===== config.mk =====
export PLATFORM = sky130hd
export DESIGN_NAME = axis_width_down
export DESIGN_NICKNAME = d
export VERILOG_FILES = /design/src/rtl/axis_width_down.sv
export SDC_FILE = /design/constraint.sdc
export NUM_CORES = 1
export LEC_CHECK = 0
export BUFFER_PORTS_ARGS = -buffer_cell sky130_fd_sc_hd__buf_4
export CORE_MARGIN = 5
export CORE_UTILIZATION = 32
export CTS_BUF_LIST = sky130_fd_sc_hd__clkbuf_8
export DETAILED_ROUTE_END_ITERATION = 16
export GPL_ROUTABILITY_DRIVEN = 0
export MAX_ROUTING_LAYER = met4
export PLACE_DENSITY = 0.57
export SLEW_MARGIN = 10
export SYNTH_ARGS = -nofsm -noshare
export SYNTH_HDL_FRONTEND = slang
export SYNTH_SLANG_ARGS = --single-unit

===== constraint.sdc =====
create_clock -name aclk -period 3.9 [get_ports aclk]
set_input_delay 0.195 -clock aclk [delete_from_list [all_inputs] [get_ports aclk]]
set_output_delay 0.195 -clock aclk [all_outputs]
set_load 0.1 [all_outputs]

===== src/rtl/axis_width_down.sv =====
// AXI-Stream width downconverter: one wide word of RATIO lanes is emitted as RATIO narrow beats, LSB lane first.
// Optional macro AXIS_WIDTH_DOWN_TKEEP_EN adds s_axis_tkeep to truncate the last word of a packet.
module axis_width_down #(
  parameter int DATA_WIDTH = 32,
  parameter int RATIO      = 4
) (
  input  logic                        aclk,
  input  logic                        aresetn,
  input  logic [DATA_WIDTH*RATIO-1:0] s_axis_tdata,
  input  logic                        s_axis_tvalid,
  output logic                        s_axis_tready,
  input  logic                        s_axis_tlast,
`ifdef AXIS_WIDTH_DOWN_TKEEP_EN
  input  logic [RATIO-1:0]            s_axis_tkeep,
`endif
  output logic [DATA_WIDTH-1:0]       m_axis_tdata,
  output logic                        m_axis_tvalid,
  input  logic                        m_axis_tready,
  output logic                        m_axis_tlast
);

  localparam int IDX_W = $clog2(RATIO);
  localparam logic [IDX_W-1:0] LAST_LANE = IDX_W'(RATIO - 1);

  typedef enum logic {
    IDLE = 1'b0,
    SEND = 1'b1
  } state_t;

  state_t                        r_state;
  state_t                        w_state_nxt;
  logic [IDX_W-1:0]              r_idx;
  logic [IDX_W-1:0]              w_idx_nxt;
  logic [DATA_WIDTH*RATIO-1:0]   r_data;
  logic                          r_last;
  logic                          w_load;
  logic                          w_is_final;

`ifdef AXIS_WIDTH_DOWN_TKEEP_EN
  logic [IDX_W-1:0] r_final;
  logic [IDX_W-1:0] w_keep_top;
  logic [IDX_W-1:0] w_cap_final;

  // Highest kept lane; an all-zero tkeep falls through to lane 0.
  always_comb begin
    w_keep_top = '0;
    for (int unsigned k = 0; k < RATIO; k++) begin
      if (s_axis_tkeep[k]) w_keep_top = IDX_W'(k);
    end
  end

  assign w_cap_final = s_axis_tlast ? w_keep_top : LAST_LANE;
  assign w_is_final  = (r_idx == r_final);
`else
  assign w_is_final  = (r_idx == LAST_LANE);
`endif

  assign m_axis_tdata = r_data[int'(r_idx)*DATA_WIDTH +: DATA_WIDTH];

  // s_axis_tready is gated by aresetn so no word is taken while reset is held.
  always_comb begin
    w_state_nxt   = r_state;
    w_idx_nxt     = r_idx;
    w_load        = 1'b0;
    s_axis_tready = 1'b0;
    m_axis_tvalid = 1'b0;
    m_axis_tlast  = 1'b0;
    unique case (r_state)
      IDLE: begin
        s_axis_tready = aresetn;
        if (s_axis_tvalid && aresetn) begin
          w_load      = 1'b1;
          w_idx_nxt   = '0;
          w_state_nxt = SEND;
        end
      end
      SEND: begin
        m_axis_tvalid = 1'b1;
        m_axis_tlast  = w_is_final && r_last;
        s_axis_tready = aresetn && w_is_final && m_axis_tready;
        if (m_axis_tready) begin
          if (!w_is_final) begin
            w_idx_nxt = r_idx + IDX_W'(1);
          end else if (s_axis_tvalid && aresetn) begin
            w_load    = 1'b1;
            w_idx_nxt = '0;
          end else begin
            w_state_nxt = IDLE;
          end
        end
      end
    endcase
  end

  always_ff @(posedge aclk) begin
    if (!aresetn) begin
      r_state <= IDLE;
      r_idx   <= '0;
    end else begin
      r_state <= w_state_nxt;
      r_idx   <= w_idx_nxt;
    end
  end

  // Payload holding registers carry no reset; validity comes from r_state alone.
  always_ff @(posedge aclk) begin
    if (w_load) begin
      r_data  <= s_axis_tdata;
      r_last  <= s_axis_tlast;
`ifdef AXIS_WIDTH_DOWN_TKEEP_EN
      r_final <= w_cap_final;
`endif
    end
  end

endmodule


==> impl_metrics.json, run 1 <==
{
  "status": "aborted with a tool error",
  "haltStage": "4_1_cts",
  "error_line": "[ERROR RSZ-0060] Max buffer count reached.",
  "ys_types": 19,
  "numPortBuffers": 167,
  "syn_area_um2": 4860,
  "synth_top_family_by_area": "multiplexers",
  "initial_core_util_pct": 32.3,
  "syn_inst": 188,
  "htreeDepth": 4,
  "dieWidth_um": 133,
  "ys_seq_area_share_pct": 81.0,
  "dpl.hpwl_um": 7050,
  "syn_nets": 322,
  "cts_setup_buffers": 0,
  "synthXorXnorAreaFrac_pct": 0,
  "die_h_um": 133,
  "post_cts_resized": 0,
  "synth-adder-area-share_pct": 0.258,
  "ctsRootBufferMaster": "clkbuf_8",
  "rows": 45,
  "clk_path_buf_depth": 2,
  "synth_warnings": 0,
  "io_pins": 168,
  "holdBufCountCts": 115,
  "synth-seq-cells": 132,
  "synth_compound_area_share_pct": 0.747,
  "cts-buffers-inserted": 17,
  "synthSimpleGateAreaFrac_pct": 0.953,
  "cts_sinks": 132,
  "muxShareOfSynthArea_pct": 15.1,
  "syn_avg_cell_area_um2": 25.8
}
kinds of logic after synthesis:
| group | Yosys count |
|---|---|
| flip-flops | 132 |
| AO/OA/AOI/OAI | 5 |
| buffers and inverters | 9 |
| adder cells (fa/ha/maj) | 1 |
| AND/OR/NAND/NOR | 9 |
| multiplexers | 32 |
stage by stage:
stage	worst slack, ns	hold slack (ns)	instances	utilization, %	cell area [um^2]
3_5_place_dp	1.35	0.374	539	42.0	6310
2_1_floorplan	0.573	0.294	188	-	4860
3_3_place_gp	1.44	0.373	539	42.0	6310
cells in the mapped netlist, drive strengths merged:
cell / n / share of area (%)
buf: 7 / 1.8
and3: 1 / 0.13
inv: 1 / 0.077
a2bb2oi: 1 / 0.18
ha: 1 / 0.26
o22ai: 2 / 0.26
dfxtp: 3 / 1.2
a21boi: 1 / 0.15
and2: 1 / 0.13
o21a: 1 / 0.15
nor2b: 2 / 0.26
nand2b: 1 / 0.13
nand2: 4 / 0.31
clkbuf: 1 / 0.077
mux4: 32 / 15
edfxtp: 129 / 80
==> inputs of run 2 (changes only) <==
CORE_UTILIZATION = 20   (was 32)
CTS_BUF_LIST = unset   (was sky130_fd_sc_hd__clkbuf_8)
MAX_ROUTING_LAYER = unset   (was met4)
PLACE_DENSITY = unset   (was 0.57)
PLACE_DENSITY_LB_ADDON = 0.15   (was unset)
clock period = 5.05 ns   (was 3.9 ns; I/O delays follow)
==> impl_metrics.json, run 2 <==
{
  "syn_nets": 322,
  "cpMaxStageDelayCell": "mux4_1",
  "io_pins": 168,
  "synth_warnings": 0,
  "routed.top_layer": "met4",
  "wl_met1_um": 4950,
  "crit_chain": "buf_4 > mux4_1 > buf_4",
  "yosys-top-cells-area": "edfxtp_1, mux4_2, mux4_1",
  "path_max_fanout": 34,
  "met3WireLength_um": 931,
  "path_clk_slew_ns": 0.06,
  "ys_types": 19,
  "wl_um": 11800,
  "synthSimpleGateAreaFrac_pct": 0.953,
  "synthToLayoutAreaGrowth_pct": 68.0,
  "rsz0062_at_grt": "no",
  "postRouteAntennaNets": 0,
  "ctsRootBufferMaster": "clkbuf_16",
  "htreeDepth": 4,
  "cp.arrival_ns": 2.23,
  "synth_top_family_by_area": "multiplexers",
  "syn_area_um2": 4860,
  "synthXorXnorAreaFrac_pct": 0,
  "synth-adder-area-share_pct": 0.258,
  "mostFrequentLayoutCell": "buf_4",
  "synth_top_cell_by_area": "edfxtp_1",
  "yosysMostFrequentCell": "edfxtp_1",
  "crit_path_end_kind": "primary output",
  "fin_tns_setup_ns": 0,
  "numPortBuffers": 167,
  "synth_async_sr_flop_share_pct": 0,
  "rows": 57,
  "ys_seq_area_share_pct": 81.0,
  "status": "complete, no violations",
  "slew_headroom_pct": 43.4,
  "cts_sinks": 132,
  "worst_pin_slew_ns": 0.849,
  "drtIter0Drc": 99,
  "maxCapViolations": 0,
  "synth_common_cells": "edfxtp_1, mux4_2, mux4_1, nand2_1",
  "cp_slowest_stage_delay_ns": 0.65,
  "mostFrequentLayoutCells": "buf_4, edfxtp_1, dlygate4sd3_1",
  "synth_flop_cell": "edfxtp_1",
  "cp-start-kind": "flip-flop",
  "path_class": "reg -> out",
  "timing.critical_path.buf_inv": 2,
  "n_fill_cell": 2350,
  "synth_top_area_share_pct": 79.7,
  "leakage_nw": 3.01,
  "syn_avg_cell_area_um2": 25.8,
  "final_net_count": 615,
  "largestRegisters": "r_data x128, r_idx x2",
  "first_pass_iters": 4,
  "antennaDiodeCount": 0,
  "clk_path_buf_depth": 2,
  "synth-edff-count": 129,
  "synth_compound_area_share_pct": 0.747,
  "drc_errors": 0,
  "drt-vias-per-instance": 3.65,
  "ir_drop_uv": 133,
  "cts-buffers-inserted": 17,
  "cts_tree": "built",
  "cts_setup_buffers": 0,
  "dieArea_um2": 27500,
  "holdBufCountCts": 110,
  "wire_per_inst_um": 14.4,
  "power.density_nw_per_um2": 349,
  "core-area_um2": 24100,
  "slew_viol_final": 0,
  "hold_class": "in -> reg",
  "cp_top_family": "buffers and inverters",
  "finalCritPeriodShare_pct": 49.2,
  "max_freq_mhz": 403,
  "synth-seq-cells": 132,
  "post-place-ws_ns": 2.71,
  "grt_max_degree": 70,
  "initial_core_util_pct": 20.2,
  "crit_required_ns": 4.80,
  "skew_ns": 0.00849,
  "final_hold_viol_count": 0,
  "grt_use_total_pct": 8.82,
  "grt-ovfl-total": 0,
  "top_register": "r_data",
  "crit_path_frequent_cell": "buf_4",
  "met2_length_um": 5750,
  "setup_ws_ns": 2.57,
  "total_power_mw": 2.85,
  "antenna_found_initial": 0,
  "finalSetupViolCount": 0,
  "period_needed_ns": 2.48,
  "drive_gt1_share_pct": 47.2,
  "die_h_um": 166,
  "dieWidth_um": 166,
  "post_cts_resized": 0,
  "vias": 2983,
  "clock_latency_ns": 0.41,
  "grt_pass1_vias": 3397,
  "muxShareOfSynthArea_pct": 15.1,
  "syn_inst": 188,
  "grt_pass1_wl_um": 18700,
  "fin_hold_ws_ns": 0.0233,
  "largest_reg_flops": 128
}
==> run 2: cells by family after synthesis <==
group                      count (synthesis)
muxes                                     32
AOI/OAI and AO/OA                          5
adders and majority gates                  1
and+or+nand+nor                            9
buffers and inverters                      9
DFF                                      132
==> run 2: through the flow <==
stage,cell area (um^2),std cells,utilization (%)
2_1_floorplan,4860,188,-
3_3_place_gp,6470,674,26.8
3_5_place_dp,6470,674,26.8
4_1_cts,8140,816,33.8
5_1_grt,8160,818,33.9
6_report,8160,818,33.9
==> run 2: layout make-up <==
cell class | instances | area [um^2] | area share (%)
sequential | 132 | 3940 | 48.2
timing repair buffer | 282 | 2410 | 29.5
multi-input combinational | 47 | 833 | 10.2
clock buffer | 17 | 425 | 5.21
tap | 324 | 405 | 4.97
clock inverter | 15 | 146 | 1.79
inverter | 1 | 3.75 | 0.0460
==> run 2: path summary, 6_finish.rpt <==
kind / endpoint / slack (ns) / startpoint / depth (start not counted)
setup / recovery: m_axis_tdata[1] / 2.57 / r_idx[0] / 3
hold / removal: r_data[7] / 0.02 / s_axis_tdata[7] / 1
setup reg to reg: r_data[91] / 2.71 / r_idx[0] / 5
hold reg to reg: r_idx[0] / 0.62 / r_state / 2
==> run 2: power breakdown <==
| group | total (mW) | leakage, nW | switching, mW | internal (mW) |
|---|---|---|---|---|
| Sequential | 1.26 | 1.22 | 0.00904 | 1.25 |
| Clock | 1.20 | 0.270 | 0.508 | 0.690 |
| Combinational | 0.387 | 1.52 | 0.213 | 0.174 |
| Total | 2.85 | 3.01 | 0.730 | 2.12 |
==> run 2: layer usage <==
metal  up-vias  global-route usage (%)
li1       1400                       -
met4         0                    3.44
met1      1454                    10.8
met5         -                       0
met2       117                    13.9
met3        12                    3.71
Note: power is estimated with default switching activity, not from simulation.
